**src/rtl/dmem_arbiter.sv**
```systemverilog
// dmem_arbiter: shares the single data-memory port between the CPU MEM stage
// and the image DMA engine. One owner per cycle; the CPU has priority but may
// only take a bounded run of accesses while the DMA is waiting.
//
// Handshake: a requester raises req with we/addr/wdata stable and holds them
// until it sees ack high. ack high means the access happened in this cycle:
// read data is valid now, and a write lands at the closing clock edge. A
// requester that sees ack low simply keeps waiting; nothing is queued for it.
module dmem_arbiter #(
   parameter int          CPU_MAX_RUN = 8,
   parameter logic [31:0] MEM_DEPTH   = 32'd65536
) (
   input  logic        clk,
   input  logic        rst_n,
   // CPU MEM stage
   input  logic        cpu_req,
   input  logic        cpu_we,
   input  logic [31:0] cpu_addr,
   input  logic [7:0]  cpu_wdata,
   output logic        cpu_ack,
   output logic [31:0] cpu_rdata,
   output logic [7:0]  cpu_rdata_b,
   // image DMA engine
   input  logic        dma_en,
   input  logic        dma_req,
   input  logic        dma_we,
   input  logic [31:0] dma_addr,
   input  logic [7:0]  dma_wdata,
   output logic        dma_ack,
   output logic [31:0] dma_rdata,
   output logic        dma_err,
   // DataMemory port
   output logic        mem_we,
   output logic [31:0] mem_a,
   output logic [31:0] mem_b,
   output logic [7:0]  mem_din,
   input  logic [31:0] mem_do,
   input  logic [7:0]  mem_dob
);

   localparam int RUN_W = (CPU_MAX_RUN > 1) ? $clog2(CPU_MAX_RUN) : 1;
   localparam logic [RUN_W-1:0] RUN_LAST = RUN_W'(CPU_MAX_RUN - 1);

   // Owner register: who is allowed to use the memory port this cycle.
   typedef enum logic [1:0] {
      ST_IDLE = 2'd0,
      ST_CPU  = 2'd1,
      ST_DMA  = 2'd2
   } state_t;

   state_t           state;
   state_t           state_nx;
   logic [RUN_W-1:0] run_cnt;
   logic [RUN_W-1:0] run_cnt_nx;
   logic [RUN_W-1:0] run_eff;
   logic             dma_live;
   logic             dma_in_range;
   logic             force_dma;
   logic             dma_err_q;

   // A DMA request only competes when the engine is enabled.
   assign dma_live = dma_req & dma_en;

   // The last four bytes are excluded so the A+4 read never leaves the array.
   assign dma_in_range = (dma_addr < (MEM_DEPTH - 32'd4));

   // Read data is a pure pass-through; requesters qualify it with their ack.
   assign cpu_rdata   = mem_do;
   assign cpu_rdata_b = mem_dob;
   assign dma_rdata   = mem_do;
   assign dma_err     = dma_err_q;

   // State register: owner changes only at clock edges, reset forces IDLE.
   always_ff @(posedge clk or negedge rst_n) begin
      if (!rst_n) begin
         state <= ST_IDLE;
      end else begin
         state <= state_nx;
      end
   end

   // Run length including the CPU access happening right now, saturating.
   always_comb begin
      run_eff = run_cnt;
      if (cpu_ack && (run_cnt != RUN_LAST)) begin
         run_eff = run_cnt + RUN_W'(1);
      end
   end

   // Next-state: CPU wins unless its run is used up while DMA waits.
   always_comb begin
      force_dma = (state == ST_CPU) & dma_live & (run_eff == RUN_LAST);
      state_nx  = ST_IDLE;
      if (cpu_req && !force_dma) begin
         state_nx = ST_CPU;
      end else if (dma_live) begin
         state_nx = ST_DMA;
      end
   end

   // Output decode: owner mux onto the memory port plus the owner's ack.
   always_comb begin
      cpu_ack = 1'b0;
      dma_ack = 1'b0;
      mem_we  = 1'b0;
      mem_a   = 32'd0;
      mem_din = 8'd0;
      case (state)
         ST_CPU: begin
            mem_a   = cpu_addr;
            mem_din = cpu_wdata;
            cpu_ack = cpu_req;
            mem_we  = cpu_req & cpu_we;
         end
         ST_DMA: begin
            mem_a   = dma_addr;
            mem_din = dma_wdata;
            dma_ack = dma_req;
            // an out-of-range DMA access retires but must never write
            mem_we  = dma_req & dma_we & dma_in_range;
         end
         default: begin
         end
      endcase
   end

   // Port B always tracks A+4; the carry out of bit 31 is dropped.
   assign mem_b = mem_a + 32'd4;

   // Run counter restarts whenever the CPU loses the port or DMA is served.
   always_comb begin
      run_cnt_nx = run_eff;
      if ((state_nx != ST_CPU) || dma_ack) begin
         run_cnt_nx = '0;
      end
   end

   // Run counter register.
   always_ff @(posedge clk or negedge rst_n) begin
      if (!rst_n) begin
         run_cnt <= '0;
      end else begin
         run_cnt <= run_cnt_nx;
      end
   end

   // Sticky error flag for DMA accesses outside the implemented memory.
   always_ff @(posedge clk or negedge rst_n) begin
      if (!rst_n) begin
         dma_err_q <= 1'b0;
      end else if (dma_ack && !dma_in_range) begin
         dma_err_q <= 1'b1;
      end
   end

   // Only one requester may ever be acknowledged in a cycle.
   a_one_ack : assert property (@(posedge clk) disable iff (!rst_n)
      !(cpu_ack && dma_ack));

   // A write strobe is only legal on an acknowledged access.
   a_we_acked : assert property (@(posedge clk) disable iff (!rst_n)
      mem_we |-> (cpu_ack || dma_ack));

endmodule

```
**config.mk**
```make
export PLATFORM = sky130hd
export DESIGN_NAME = dmem_arbiter
export DESIGN_NICKNAME = d
export VERILOG_FILES = /design/src/rtl/dmem_arbiter.sv
export SDC_FILE = /design/constraint.sdc
export NUM_CORES = 1
export LEC_CHECK = 0
export BUFFER_PORTS_ARGS = -buffer_cell sky130_fd_sc_hd__buf_4
export CAP_MARGIN = 20
export CORE_AREA = 2 2 105 107
export DETAILED_ROUTE_END_ITERATION = 7
export DIE_AREA = 0 0 107 109
export HOLD_SLACK_MARGIN = 0.06
export PLACE_DENSITY = 0.7
export SLEW_MARGIN = 40
export SYNTH_ARGS = -nofsm -noshare
export SYNTH_HDL_FRONTEND = slang
export SYNTH_SLANG_ARGS = --single-unit
```
**constraint.sdc**
```tcl
create_clock -name clk -period 3.1 [get_ports clk]
set_input_delay 0.31 -clock clk [delete_from_list [all_inputs] [get_ports clk]]
set_output_delay 0.31 -clock clk [all_outputs]
set_load 0.03 [all_outputs]
```
# After elaboration in Yosys (flattened, before gate mapping)
# Index checks and enable logic that the tools add are counted.
[totals] regBits=6 out_inout_bits=148 wordCells=32
[op_classes] addsub=2 magnitude_cmp=1 eq_ne=5 mux=9 n_bitwise=6 n_reduce_logical=6
[op_table] cell="$pmux 32 s2" count=1
[op_table] cell="$add 32x3->32 const B" count=1
[op_table] cell="$lt 32x16->1 const B" count=1
[op_table] cell="$pmux 8 s2" count=1
[op_table] cell="$and 1x1->1" count=6
[op_table] cell="$mux 3" count=2
[op_table] cell="$mux 2" count=2
[op_table] cell="$add 3x1->3 const B" count=1
[op_table] cell="$eq 3x3->1 const B" count=1
[op_table] cell="$logic_and 1x1->1" count=3
[op_table] cell="$ne 3x3->1 const B" count=1
[op_table] cell="$eq 2x1->1 const B" count=1
[op_table] cell="$eq 2x2->1 const B" count=1
[op_table] cell="$logic_not 1->1" count=2
[op_table] cell="$mux 1" count=2
[op_table] cell="$ne 2x1->1 const B" count=1
[op_table] cell="$pmux 1 s2" count=1
[op_table] cell="$logic_or 1x1->1" count=1

# Logic depth before layout (Yosys ltp)
[logic_depth] word_depth=12 depth_mapped=14 ltp_nobuf=9

# Least setup slack after synthesis
# No wires, ideal clock.
[synth_timing] path_kind="reg2out" startpoint="register state[1]" endpoint="output mem_b[26]" t_arrival_ns=3.632 setup_slack_ns=-0.842 stages_incl_launch_ff=15 path_cell_list="dfrtp_1 > inv_1 > ha_1 > buf_4 > buf_12 > buf_6 > clkbuf_1 > clkbuf_1 > a22oi_1 > nor2_1 > ha_1 > nor4b_4 > nand4_4 > nor4_2 > xor2_1"
[synth_via] elab_chain_len=3 word_cells_on_any_way=4 cone_classes="1 x add/sub; 2 x eq/ne; 1 x mux"
[synth_lines] element="start: declaration" line="51" text="state_t state;"
[synth_lines] element="start signal: assignment" line="78" text="state <= state_nx;"
[synth_lines] element="$eq 2x2->1 or $eq 2x1->1 (tied branches)" line="108" text="case (state)"
[synth_lines] element="$pmux 32 s2 *" line="108"
[synth_lines] element="via mem_a[3]" line="34" text="output logic [31:0] mem_a,"
[synth_lines] element="$add 32x3->32 *" line="128" text="assign mem_b = mem_a + 32'd4;"
[synth_lines] element="end: declaration" line="35" text="output logic [31:0] mem_b,"
# The timed path passes the listed nets; every way through them passes the cells marked *.

# Final worst setup path
[layout_timing] startpoint="register state[0]" endpoint="output mem_b[31]"
[layout_via] elab_chain_len=3 word_cells_on_any_way=4 cone_classes="1 x add/sub; 2 x eq/ne; 1 x mux"
[layout_lines] element="$eq 2x2->1 or $eq 2x1->1 (tied branches)" line="108"
[layout_lines] element="$pmux 32 s2 *" line="108"
[layout_lines] element="$add 32x3->32 *" line="128"
# Every way passes the cells marked *; elsewhere a longest branch is shown, timed or not.

==> results.sh <==
export IMPL_final_setup_worst_slack_ns=0.137
export IMPL_endpoint_kind="primary output"
export IMPL_p_seq_share_pct=12.0
export IMPL_drtIter0Drc=196
export IMPL_ant_nets=0
export IMPL_grt_pass1_wl_um=15100
export IMPL_crit_fanout=28
export IMPL_placedInstanceArea_sq_um=3600
export IMPL_first_pass_iters=4
export IMPL_hold_ws_ns=0.343
export IMPL_io_buffer_count=162
export IMPL_skew_ns=0.000702
export IMPL_period_share_pct=95.6
export IMPL_clock_fmax_ghz=0.337
export IMPL_power_leakage_uw=0.00182
export IMPL_cts_sinks=6
export IMPL_min_period_ns=2.96
export IMPL_clock_power_share_pct=15.8
export IMPL_worstPathArrival_ns=2.65
export IMPL_rsz0062_at_grt="yes"
export IMPL_htree_levels=1
export IMPL_power_total_uw=731
export IMPL_boundaryPins=275
export IMPL_core_area_sq_um=10600
export IMPL_yosysWarnings=0
export IMPL_criticalPathCategory="register to primary output"
export IMPL_start_util_pct=24.5
export IMPL_final_common_cell="buf_4"
export IMPL_ys_seq_area_share_pct=5.78
export IMPL_worstMarginPinSlew_ns=0.602
export IMPL_combPwrFrac_pct=72.2
export IMPL_pre_cts_ws_ns=0.149
export IMPL_nets=582
export IMPL_hold_viol_final=0
export IMPL_diodes=0
export IMPL_setup_violations=0
export IMPL_final_cell_mix="173 x buf_4, 40 x nor2_1, 30 x nand2_1"
export IMPL_required_ns=2.79
export IMPL_avgSynthCellArea_sq_um=7.22
export IMPL_die_height_um=109
export IMPL_numCtsBuffers=3
export IMPL_wl_per_cell_um=17.3
export IMPL_power_density_nw_per_um2=196
export IMPL_grt_ovfl_total=0
export IMPL_crit_path_start_kind="register"
export IMPL_min_path_type="primary input to register"
export IMPL_synth_nets=492
export IMPL_netSwitchingPower_uw=346
export IMPL_ys_ff_latch=6
export IMPL_maxCapViolCount=0
export IMPL_grt_pass1_vias=2873
export IMPL_p_int_uw=385
export IMPL_synth_area_sq_um=2600
export IMPL_cts_clk_slew_worst_paths_ns=0.03
export IMPL_dieArea_sq_um=11700
export IMPL_cts_tree="built"
export IMPL_multi_input_area_sq_um=1900
export IMPL_grt_usage_pct=16.4
export IMPL_gp_congestion=0.862
export IMPL_grt_max_degree=55
export IMPL_switching_share_pct=47.4
export IMPL_dp_hpwl_um=8510
export IMPL_synth_cells=360
export IMPL_fp_dieW_um=107
export IMPL_seqCellArea_sq_um=150
export IMPL_area_growth_syn_to_layout_pct=43.1
export IMPL_ys_types=48
export IMPL_via_per_inst=5.01
export IMPL_stdcell_area_sq_um=3720
export IMPL_insertion_delay_ns=0.22
export IMPL_drc=0
export IMPL_rows=38
export IMPL_num_vias=2944
export IMPL_routed_wl_um=10200
export IMPL_n_fill_cell=1100
export IMPL_slew_limit_headroom_pct=59.9
export IMPL_clk_path_buf_depth=2
export IMPL_drive_gt1_share_pct=51.1
export IMPL_cts_root_buf="clkbuf_8"
export IMPL_antenna_found_initial=0
export IMPL_drv_slew=0
export IMPL_status="finished, final reports clean"
export IMPL_vdd_drop_max_mv=0.178
## power by group through the flow
stage	clock network [uW]	logic (uW)	registers, uW
3_3_place_gp	0	517	88.0
5_1_grt	124	564	88.5
6_report	116	527	87.7
3_5_place_dp	0	523	88.5
2_1_floorplan	0	472	92.3
4_1_cts	120	525	87.9
## kinds of logic after synthesis
logic type / synth area share (%)
mux: 1.20
flops: 5.78
simple gates: 32.3
buf+inv: 28.8
compound gates: 19.7
fa+ha+maj: 2.41
xor+xnor: 9.77
## path summary, 6_finish.rpt
path                           from    endpoint  slack (ns)  cells after the start
max                        state[0]   mem_b[31]        0.14                      8
min                          dma_en    state[1]        0.34                      3
max reg2reg                state[1]  run_cnt[0]        1.08                      8
min reg2reg                 dma_err     dma_err        0.50                      1
max in group asynchronous     rst_n    state[0]        2.55                      2
min in group asynchronous     rst_n  run_cnt[1]        0.44                      2
## synth_stat cells, drive strengths merged
cell	count	area [sq um]
and3	1	6.26
nor4b	1	23.8
nor4	17	184
a21o	1	7.51
or3	1	6.26
inv	7	26.3
nor2	44	170
nand4	20	146
and4	1	8.76
clkbuf	4	15.0
o31a	1	8.76
nor3	9	45.0
nand3	15	75.1
o211ai	10	95.1
and3b	1	8.76
a22oi	31	256
nand3b	1	7.51
mux2	1	11.3
dfrtp	6	150
ha	5	62.6
buf	92	708
a22o	1	8.76
nor2b	1	6.26
xnor2	6	52.6
a21oi	19	103
nand2	31	119
xor2	23	201
a221oi	1	15.0
mux2i	2	20.0
o211a	1	10.0
and2	1	6.26
and2b	1	7.51
o21bai	1	7.51
nand2b	3	18.8
## worst max-delay path, stage by stage, from the launching register on
cell	delay, ns
dfrtp_1	0.37
inv_1	0.06
ha_2	0.39
buf_12	0.23
nor4_2	0.46
o211ai_1	0.22
nor4_2	0.29
xor2_1	0.20
buf_4	0.19
## sequential cells by signal (all words and copies together), names as in the netlist
signal   flops
run_cnt      3
state        2
dma_err      1
## final cells by class
type	instances	area share, %
timing repair buffer	181	38.3
sequential	6	4.04
inverter	7	0.706
tap	140	4.71
clock buffer	3	1.11
multi-input combinational	251	51.1
## per-layer routing
metal | share of wire, % | up-vias | GRT usage, % | routed length, um
met5 | 0 | - | 0 | 0
met4 | 1.4 | 0 | 4.55 | 138
met3 | 10 | 16 | 3.95 | 1010
met2 | 54 | 171 | 32.1 | 5450
met1 | 35 | 1373 | 17.4 | 3580
li1 | - | 1384 | - | -
## metrics by stage
stage          util, %  TNS, ns  instances
2_1_floorplan        -   -0.255        360
6_report          35.1        0        588
3_5_place_dp      33.9        0        580
5_1_grt           35.1  -0.0173        588
3_3_place_gp      33.9        0        579
4_1_cts           34.6        0        585
## what timing repair did
| action | 4_1_cts | 5_1_grt |
|---|---|---|
| buffers inserted | 1 | 2 |
| pin swaps | 1 | 0 |
| gates cloned | 0 | 1 |
| resized for setup | 1 | 2 |
| endpoints found under the setup margin | 9 | 6 |
| hold buffers | 1 | 0 |
| endpoints found under the hold margin | 6 | 0 |
Power figures use the tool's default switching activity.
